===== src/rtl/button_events.sv =====
// Front-panel button conditioning: synchronize, debounce and turn four active-low
// buttons into held levels and one-cycle press events, with auto-repeat on PLUS/MINUS.
module button_events #(
  parameter int DEB_CNT = 360000,
  parameter int RPT_DLY = 18000000,
  parameter int RPT_PER = 3600000
) (
  input  logic       CLK36,
  input  logic       RST,
  input  logic       MENU,
  input  logic       SET,
  input  logic       PLUS,
  input  logic       MINUS,
  output logic [3:0] HELD,
  output logic [3:0] EVT
);

  localparam int RPT_MAX = (RPT_DLY > RPT_PER) ? RPT_DLY : RPT_PER;
  localparam int DW      = $clog2(DEB_CNT + 1);
  localparam int RW      = $clog2(RPT_MAX + 1);

  localparam logic [DW-1:0] DEB_LAST = DW'(DEB_CNT - 1);
  localparam logic [RW-1:0] DLY_LAST = RW'(RPT_DLY - 1);
  localparam logic [RW-1:0] PER_LAST = RW'(RPT_PER - 1);

  typedef enum logic [1:0] {
    ST_IDLE   = 2'd0,
    ST_DELAY  = 2'd1,
    ST_REPEAT = 2'd2
  } rpt_state_t;

  logic [3:0] w_pin;
  logic [3:0] r_sync1;
  logic [3:0] r_sync2;
  logic [3:0] w_raw;
  logic [3:0] w_toggle;
  logic [3:0] w_held_nxt;
  logic [3:0] w_press;
  logic [1:0] w_rpt_pulse;
  logic       w_dual;
  logic [3:0] r_held;
  logic [3:0] r_evt;

  assign w_pin = {MENU, SET, PLUS, MINUS};

  // Two-flop synchronizer; reset parks it at the released (high) pin level.
  always_ff @(posedge CLK36) begin
    if (RST) begin
      r_sync1 <= '1;
      r_sync2 <= '1;
    end else begin
      r_sync1 <= w_pin;
      r_sync2 <= r_sync1;
    end
  end

  assign w_raw = ~r_sync2;

  for (genvar g = 0; g < 4; g++) begin : g_deb
    logic [DW-1:0] r_deb_cnt;

    // Counter measures how long raw has disagreed with the held level.
    assign w_toggle[g] = (w_raw[g] != r_held[g]) && (r_deb_cnt == DEB_LAST);

    always_ff @(posedge CLK36) begin
      if (RST) begin
        r_deb_cnt <= '0;
      end else if (w_toggle[g] || (w_raw[g] == r_held[g])) begin
        r_deb_cnt <= '0;
      end else begin
        r_deb_cnt <= r_deb_cnt + DW'(1);
      end
    end
  end

  assign w_held_nxt = r_held ^ w_toggle;
  assign w_press    = w_toggle & ~r_held;
  // Holding PLUS and MINUS together suppresses repeating on both.
  assign w_dual     = w_held_nxt[1] & w_held_nxt[0];

  for (genvar g = 0; g < 2; g++) begin : g_rpt
    rpt_state_t    r_state;
    rpt_state_t    w_state_nxt;
    logic [RW-1:0] r_rpt_cnt;
    logic [RW-1:0] w_rpt_cnt_nxt;
    logic          w_pulse;

    always_ff @(posedge CLK36) begin
      if (RST) begin
        r_state   <= ST_IDLE;
        r_rpt_cnt <= '0;
      end else begin
        r_state   <= w_state_nxt;
        r_rpt_cnt <= w_rpt_cnt_nxt;
      end
    end

    always_comb begin
      w_state_nxt   = r_state;
      w_rpt_cnt_nxt = r_rpt_cnt;
      w_pulse       = 1'b0;
      if (w_dual) begin
        w_state_nxt   = ST_IDLE;
        w_rpt_cnt_nxt = '0;
      end else begin
        case (r_state)
          ST_IDLE: begin
            w_rpt_cnt_nxt = '0;
            if (w_press[g]) begin
              w_state_nxt = ST_DELAY;
            end
          end
          ST_DELAY: begin
            if (!w_held_nxt[g]) begin
              w_state_nxt   = ST_IDLE;
              w_rpt_cnt_nxt = '0;
            end else if (r_rpt_cnt == DLY_LAST) begin
              w_pulse       = 1'b1;
              w_state_nxt   = ST_REPEAT;
              w_rpt_cnt_nxt = '0;
            end else begin
              w_rpt_cnt_nxt = r_rpt_cnt + RW'(1);
            end
          end
          ST_REPEAT: begin
            if (!w_held_nxt[g]) begin
              w_state_nxt   = ST_IDLE;
              w_rpt_cnt_nxt = '0;
            end else if (r_rpt_cnt == PER_LAST) begin
              w_pulse       = 1'b1;
              w_rpt_cnt_nxt = '0;
            end else begin
              w_rpt_cnt_nxt = r_rpt_cnt + RW'(1);
            end
          end
          default: begin
            w_state_nxt   = ST_IDLE;
            w_rpt_cnt_nxt = '0;
          end
        endcase
      end
    end

    assign w_rpt_pulse[g] = w_pulse;
  end

  // Output register: held level plus press/repeat pulses.
  always_ff @(posedge CLK36) begin
    if (RST) begin
      r_held <= '0;
      r_evt  <= '0;
    end else begin
      r_held <= w_held_nxt;
      r_evt  <= w_press | {2'b00, w_rpt_pulse};
    end
  end

  assign HELD = r_held;
  assign EVT  = r_evt;

endmodule


===== config.mk =====
export PLATFORM = sky130hd
export DESIGN_NAME = button_events
export DESIGN_NICKNAME = d
export VERILOG_FILES = /design/src/rtl/button_events.sv
export SDC_FILE = /design/constraint.sdc
export NUM_CORES = 1
export LEC_CHECK = 0
export ABC_AREA = 0
export CORE_ASPECT_RATIO = 0.7
export CORE_UTILIZATION = 35
export CTS_CLUSTER_DIAMETER = 30
export DETAILED_ROUTE_END_ITERATION = 10
export SYNTH_ARGS = -nofsm -noshare
export SYNTH_HDL_FRONTEND = slang
export SYNTH_SLANG_ARGS = --single-unit

===== constraint.sdc =====
create_clock -name CLK36 -period 3.29 [get_ports CLK36]
set_input_delay 0.658 -clock CLK36 [delete_from_list [all_inputs] [get_ports CLK36]]
set_output_delay 0.658 -clock CLK36 [all_outputs]
set_load 0.01 [all_outputs]

==> results_dict.tcl, run 1 <==
set metrics [dict create \
    synth_seq_cells 146 \
    post-synth-top-count-cell "sky130_fd_sc_hd__nor2_1" \
    synth_largest_area_cell "sky130_fd_sc_hd__dfxtp_1" \
    avgSynthCellArea_um2 8.72 \
    critical_path.endpoint_type "flip-flop" \
    postSynthCellCount 737 \
    worst_slew_pin_slew_ns 0.736 \
    synth_async_sr_flop_share 0 \
    critical_path.most_common_cell "sky130_fd_sc_hd__or4b_1" \
    timing.hold.worst_endpoint "r_sync2[3]" \
    run_status "complete, no violations" \
    cts_made_buffers 17 \
    worst_ep_arrival_time_ns 3.02 \
    yosysSeqAreaShare 0.455 \
    flow.area_growth_from_synthesis_pct 14.9 \
    die_area_um2 18900 \
    timing.rr.end "g_rpt[0].r_rpt_cnt[20]" \
    finalNonFillerCells 1008 \
    global_route.usage.total 0.133 \
    num_vias 4637 \
    die_w_um 164 \
    clock_tree.htree_level_count 4 \
    hp-class "flip-flop to flip-flop" \
    global_route.overflow_total 0 \
    p_per_area_nw_per_um2 495 \
    number_of_synthesized_flops_with_an_enable_pin 0 \
    drt.antenna.violating_nets 0 \
    via_per_inst 4.60 \
    p_leak_nw 2.36 \
    cts-hold-fix-buffers 0 \
    finalSetupViolCount 0 \
    wl_per_cell_um 11.4 \
    insertion_delay_ns 0.42 \
    cp_max_stage_delay_ns 0.60 \
    max-clock-path-buffers 2 \
    highest_fanout_seen_on_the_critical_path 25 \
    final.min_clock_period_ns 2.67 \
    max-vdd-ir-drop_mv 0.308 \
    path_cells "or4b_1 -> or4_1 -> o21ai_4 -> nand3_1 -> or4b_1 -> buf_4 -> nor2_1" \
    grt_start_max_net_pins 26 \
    synth_top_area_frac 0.455 \
    drive_gt1_frac 0.0712 \
    power_mw 3.65 \
    number_of_antenna_violations_at_the_first_check_in_global_routing 0 \
    cts.clk_slew.worst_paths_ns 0.06 \
    hp-start "r_sync1[3]" \
    dominantRegCellSynth "sky130_fd_sc_hd__dfxtp_1" \
    detailroute.wirelength.met2_mm 4.44 \
    grt_first_pass_wirelength_mm 20.2 \
    timing.critical_path.slowest_stage_cell "sky130_fd_sc_hd__or4_1" \
    portBuffers 13 \
    unrepaired_setup_endpoints_after_global_routing "no" \
    cp_data_required_time_ns 3.64 \
    placedCellCount 976 \
    r2r_cells 7 \
    met3_wirelength_um 322 \
    clk_root_buffer_cell "sky130_fd_sc_hd__clkbuf_16" \
    synth_common_cells "sky130_fd_sc_hd__nor2_1, sky130_fd_sc_hd__dfxtp_1, sky130_fd_sc_hd__xor2_1" \
    dr.max_layer_used "met4" \
    worstReg2RegStart "g_deb[1].r_deb_cnt[6]" \
    layout.filler_cells 1788 \
    n_antenna_cell 0 \
    core_area_um2 18000 \
    grt_pass1_vias 4309 \
    yosys_warnings 0 \
    cts.sink_count 146 \
    final_core_utilization 0.410 \
    worst-setup-path-type "flip-flop to flip-flop" \
    totalWireLength_mm 11.5 \
    finalClockSkew_ns 0.0158 \
    hpwl_mm 7.96 \
    met1_length_mm 6.65 \
    final_min_period_over_clock_period 0.812 \
    number_of_resized_instances_in_the_post_cts_repair_step 0 \
    fp-row-count 41 \
    synthesis.nets 757 \
    drc_errors_left 0 \
    synthesis.area_um2 6420 \
    slew_headroom 0.502 \
    fmax_mhz 374 \
    place_congestion 0.759 \
    ioPinCount 14 \
    finish.net_count 779 \
    setup.reg_to_reg.worst_slack_ns 0.62 \
    final_max_slew_viol_count 0 \
    maxCapViolations 0 \
    crit_path_start_kind "flip-flop" \
    detail_route.first_pass.iterations 5 \
    timing.final.hold_violations 0 \
    post_synth_num_cell_types 49 \
    die_y_um 115 \
    drt_iter0_markers 203 \
    buffer_count_from_post_cts_setup_fixing 0 \
    synth.area.top_cells "sky130_fd_sc_hd__dfxtp_1, sky130_fd_sc_hd__nor2_1, sky130_fd_sc_hd__xor2_1" \
    initial_utilization 0.357 \
    setup_tns_ns 0 \
    tritoncts_clock_tree "built" \
    hold-path-cell-count 1 \
]
[layout make-up]
| type | instances | area [um^2] | share of cell area |
|---|---|---|---|
| inverters | 19 | 71.3 | 0.00966 |
| clock buffers | 18 | 439 | 0.0595 |
| flip-flops and latches | 146 | 2920 | 0.396 |
| multi-input cells | 556 | 3350 | 0.454 |
| repair buffers | 19 | 175 | 0.0237 |
| clock inverters | 14 | 129 | 0.0175 |
| well taps | 236 | 295 | 0.0400 |
[through the flow]
stage	setup slack, ns	instance area, um^2	hold slack (ns)
2_1_floorplan	0.752	6420	0.389
3_3_place_gp	0.686	6810	0.391
3_5_place_dp	0.623	6810	0.395
4_1_cts	0.610	7380	0.408
5_1_grt	0.420	7380	0.420
6_report	0.618	7380	0.407
[registers in the layout (all words and copies together), names as in the netlist]
name	flops
g_rpt.r_rpt_cnt	50
HELD	4
g_deb.r_deb_cnt	76
r_sync2	4
g_rpt.r_state	4
EVT	4
r_sync1	4
[power breakdown]
part	internal, mW	switching [mW]
sequential	1.77	0.00403
combinational	0.0186	0.0222
clock	1.07	0.766
[worst max-delay path, delay by kind of cell, from the launching register on]
family                 cells  cell delay, ns
AOI/OAI and AO/OA          1            0.23
buffers and inverters      1            0.23
DFF                        1            0.35
and+or+nand+nor            5            1.79
[worst max-delay path by stage]
| stage | slack (ns) | to | from |
|---|---|---|---|
| after detailed placement | 0.62 | g_rpt[1].r_rpt_cnt[16] | g_deb[1].r_deb_cnt[10] |
| after global routing | 0.42 | g_rpt[1].r_rpt_cnt[19] | g_deb[1].r_deb_cnt[10] |
| after CTS | 0.61 | g_rpt[1].r_rpt_cnt[16] | g_deb[1].r_deb_cnt[10] |
| after floorplan | 0.75 | g_rpt[0].r_rpt_cnt[24] | g_deb[1].r_deb_cnt[6] |
| final | 0.62 | g_rpt[0].r_rpt_cnt[20] | g_deb[1].r_deb_cnt[6] |
| after global placement | 0.69 | g_rpt[0].r_rpt_cnt[3] | g_deb[1].r_deb_cnt[6] |
[cells in the final DEF (no fill, tap or decap), types with 5 or more instances in the layout]
master,synthesis,layout
sky130_fd_sc_hd__nand4_1,25,25
sky130_fd_sc_hd__and2_1,7,7
sky130_fd_sc_hd__dfxtp_1,146,146
sky130_fd_sc_hd__or2_2,11,11
sky130_fd_sc_hd__xor2_1,67,67
sky130_fd_sc_hd__nor4b_1,7,7
sky130_fd_sc_hd__a21boi_0,5,5
sky130_fd_sc_hd__clkbuf_16,0,17
sky130_fd_sc_hd__nor2_1,169,169
sky130_fd_sc_hd__xnor2_1,49,49
sky130_fd_sc_hd__ha_1,14,14
sky130_fd_sc_hd__inv_1,19,19
sky130_fd_sc_hd__nor3_1,8,8
sky130_fd_sc_hd__nand2_1,55,55
sky130_fd_sc_hd__nor4_1,6,6
sky130_fd_sc_hd__buf_4,0,6
sky130_fd_sc_hd__nand3_1,51,51
sky130_fd_sc_hd__o21ai_0,7,7
sky130_fd_sc_hd__clkdlybuf4s50_1,0,13
sky130_fd_sc_hd__and3_1,19,19
[layer usage]
metal  vias to the layer above  GRT usage
met5                         -          0
met4                         0     0.0389
met3                         2     0.0397
met2                        36      0.181
met1                      2088      0.199
li1                       2511          -
[logic make-up (layout without fill, tap and decap cells)]
group           Yosys count  count (layout)  share of synthesized area
simple gates            394             394                      0.299
flops                   146             146                      0.455
xor+xnor                116             116                      0.158
buf+inv                  35              70                     0.0238
compound gates           29              29                     0.0323
fa+ha+maj                14              14                     0.0273
mux                       3               3                    0.00487
Note: power is estimated with default switching activity, not from simulation.
==> inputs of run 2 (changes only) <==
Clock period 3.29 ns to 2.75 ns, I/O delays scaled along.
==> run 2 against run 1 <==
Power up 19%. Cell count up 0.60%. First-iteration DRC count up 62%. Final area up 0.71%.
==> results_dict.tcl, run 2 (same netlist as run 1, synthesis figures left out) <==
set metrics [dict create \
    fmax_mhz 385 \
    run_status "complete, no violations" \
    dr.max_layer_used "met4" \
    highest_fanout_seen_on_the_critical_path 25 \
    p_per_area_nw_per_um2 585 \
    unrepaired_setup_endpoints_after_global_routing "no" \
    timing.rr.end "g_rpt[0].r_rpt_cnt[20]" \
    met3_wirelength_um 348 \
    global_route.usage.total 0.134 \
    hold-path-cell-count 1 \
    die_area_um2 18900 \
    final.min_clock_period_ns 2.60 \
    layout.filler_cells 1743 \
    met1_length_mm 6.75 \
    grt_start_max_net_pins 26 \
    hp-start "r_sync1[2]" \
    finish.net_count 785 \
    cts-hold-fix-buffers 0 \
    crit_buf_inv 1 \
    num_vias 4703 \
    flow.area_growth_from_synthesis_pct 15.7 \
    insertion_delay_ns 0.42 \
    ioPinCount 14 \
    final_max_slew_viol_count 0 \
    setup_tns_ns 0 \
    setup.reg_to_reg.worst_slack_ns 0.15 \
    drc_errors_left 0 \
    critical_path.endpoint_type "flip-flop" \
    clk_root_buffer_cell "sky130_fd_sc_hd__clkbuf_16" \
    die_y_um 115 \
    p_leak_nw 2.38 \
    detail_route.first_pass.iterations 6 \
    path_cells "or4b_1 -> or4_1 -> o21ai_4 -> nand3_1 -> or4b_1 -> buf_12 -> nor2_1" \
    worst-setup-path-type "flip-flop to flip-flop" \
    mostFrequentLayoutCells "sky130_fd_sc_hd__nor2_1, sky130_fd_sc_hd__dfxtp_1, sky130_fd_sc_hd__xor2_1" \
    cts.sink_count 146 \
    final_min_period_over_clock_period 0.945 \
    startpoint "g_deb[1].r_deb_cnt[6]" \
    drt.antenna.violating_nets 0 \
    timing.hold.worst_endpoint "r_sync2[2]" \
    finalInstanceArea_um2 7430 \
    place_congestion 0.747 \
    crit_path_start_kind "flip-flop" \
    mostFrequentLayoutCell "sky130_fd_sc_hd__nor2_1" \
    core_area_um2 18000 \
    detailroute.wirelength.met2_mm 4.32 \
    r2r_cells 7 \
    initial_utilization 0.357 \
    die_w_um 164 \
    grt_pass1_vias 4164 \
    cts_made_buffers 17 \
    drt_iter0_markers 328 \
    worst_slew_pin_slew_ns 0.745 \
    tritoncts_clock_tree "built" \
    maxCapViolations 0 \
    registers.top_by_ff_count "g_deb.r_deb_cnt" \
    largest_register_ffs 76 \
    worst_ep_arrival_time_ns 2.96 \
    global_route.overflow_total 0 \
    max-vdd-ir-drop_mv 0.349 \
    cts.clk_slew.worst_paths_ns 0.07 \
    finalClockSkew_ns 0.0128 \
    slew_headroom 0.496 \
    number_of_antenna_violations_at_the_first_check_in_global_routing 0 \
    fp-row-count 41 \
    timing.final.hold_violations 0 \
    finalSetupViolCount 0 \
    grt_first_pass_wirelength_mm 20.1 \
    totalWireLength_mm 11.6 \
    via_per_inst 4.64 \
    cp_data_required_time_ns 3.11 \
    timing.critical_path.slowest_stage_cell "sky130_fd_sc_hd__or4_1" \
    worstReg2RegStart "g_deb[1].r_deb_cnt[6]" \
    critical_path.most_common_cell "sky130_fd_sc_hd__or4b_1" \
    path_delay_family "simple AND/OR/NAND/NOR gates" \
    wl_per_cell_um 11.4 \
    drive_gt1_frac 0.0784 \
    top_regs "g_deb.r_deb_cnt x76, g_rpt.r_rpt_cnt x50" \
    max-clock-path-buffers 2 \
    clock_tree.htree_level_count 4 \
    cp_max_stage_delay_ns 0.55 \
    n_antenna_cell 0 \
    postPlaceCellArea_um2 6870 \
    hp-class "flip-flop to flip-flop" \
    hpwl_mm 7.93 \
    portBuffers 13 \
]
## run 2: worst max-delay path by stage
| stage | depth (start not counted) | to | slack (ns) |
|---|---|---|---|
| 6_report | 7 | g_rpt[0].r_rpt_cnt[20] | 0.15 |
| 3_3_place_gp | 7 | g_rpt[0].r_rpt_cnt[3] | 0.22 |
| 2_1_floorplan | 9 | g_rpt[0].r_rpt_cnt[24] | 0.21 |
| 3_5_place_dp | 7 | g_rpt[0].r_rpt_cnt[12] | 0.18 |
| 5_1_grt | 7 | g_rpt[0].r_rpt_cnt[21] | 0.01 |
| 4_1_cts | 7 | g_rpt[0].r_rpt_cnt[20] | 0.15 |
## run 2: final cells by class
cell class | instances | area [um^2] | share of cell area
Inverter | 19 | 71.3 | 0.00959
Timing Repair Buffer | 25 | 233 | 0.0313
Clock inverter | 13 | 114 | 0.0153
Multi-Input combinational cell | 556 | 3350 | 0.451
Clock buffer | 19 | 443 | 0.0596
Sequential cell | 146 | 2920 | 0.393
Tap cell | 236 | 295 | 0.0397
## run 2: power breakdown
group	internal, mW	switching, mW
Combinational	0.0232	0.0275
Clock	1.26	0.906
Sequential	2.12	0.00484
## run 2: worst reg2reg max path: stages (launching register included)
cell,delay [ns]
sky130_fd_sc_hd__dfxtp_1,0.35
sky130_fd_sc_hd__or4b_1,0.51
sky130_fd_sc_hd__or4_1,0.55
sky130_fd_sc_hd__o21ai_4,0.20
sky130_fd_sc_hd__nand3_1,0.10
sky130_fd_sc_hd__or4b_1,0.52
sky130_fd_sc_hd__buf_12,0.19
sky130_fd_sc_hd__nor2_1,0.12
## run 2: per-stage QoR
stage	total power [mW]	util	hold slack (ns)	std cells	setup WS, ns
3_3_place_gp	2.23	0.382	0.391	982	0.215
4_1_cts	4.42	0.412	0.415	1014	0.150
2_1_floorplan	2.20	-	0.389	737	0.212
5_1_grt	4.52	0.413	0.434	1014	0.0149
6_report	4.35	0.413	0.409	1014	0.151
3_5_place_dp	2.23	0.382	0.399	982	0.179
## run 2: routing by layer
metal	vias to the layer above	track usage
li1	2529	-
met1	2111	0.201
met2	49	0.175
met3	14	0.0379
met4	0	0.0519
met5	-	0
## run 2: timing repair
item	CTS	global route
buffers inserted	0	0
endpoints found under the setup margin	0	14
gates resized for setup	0	1
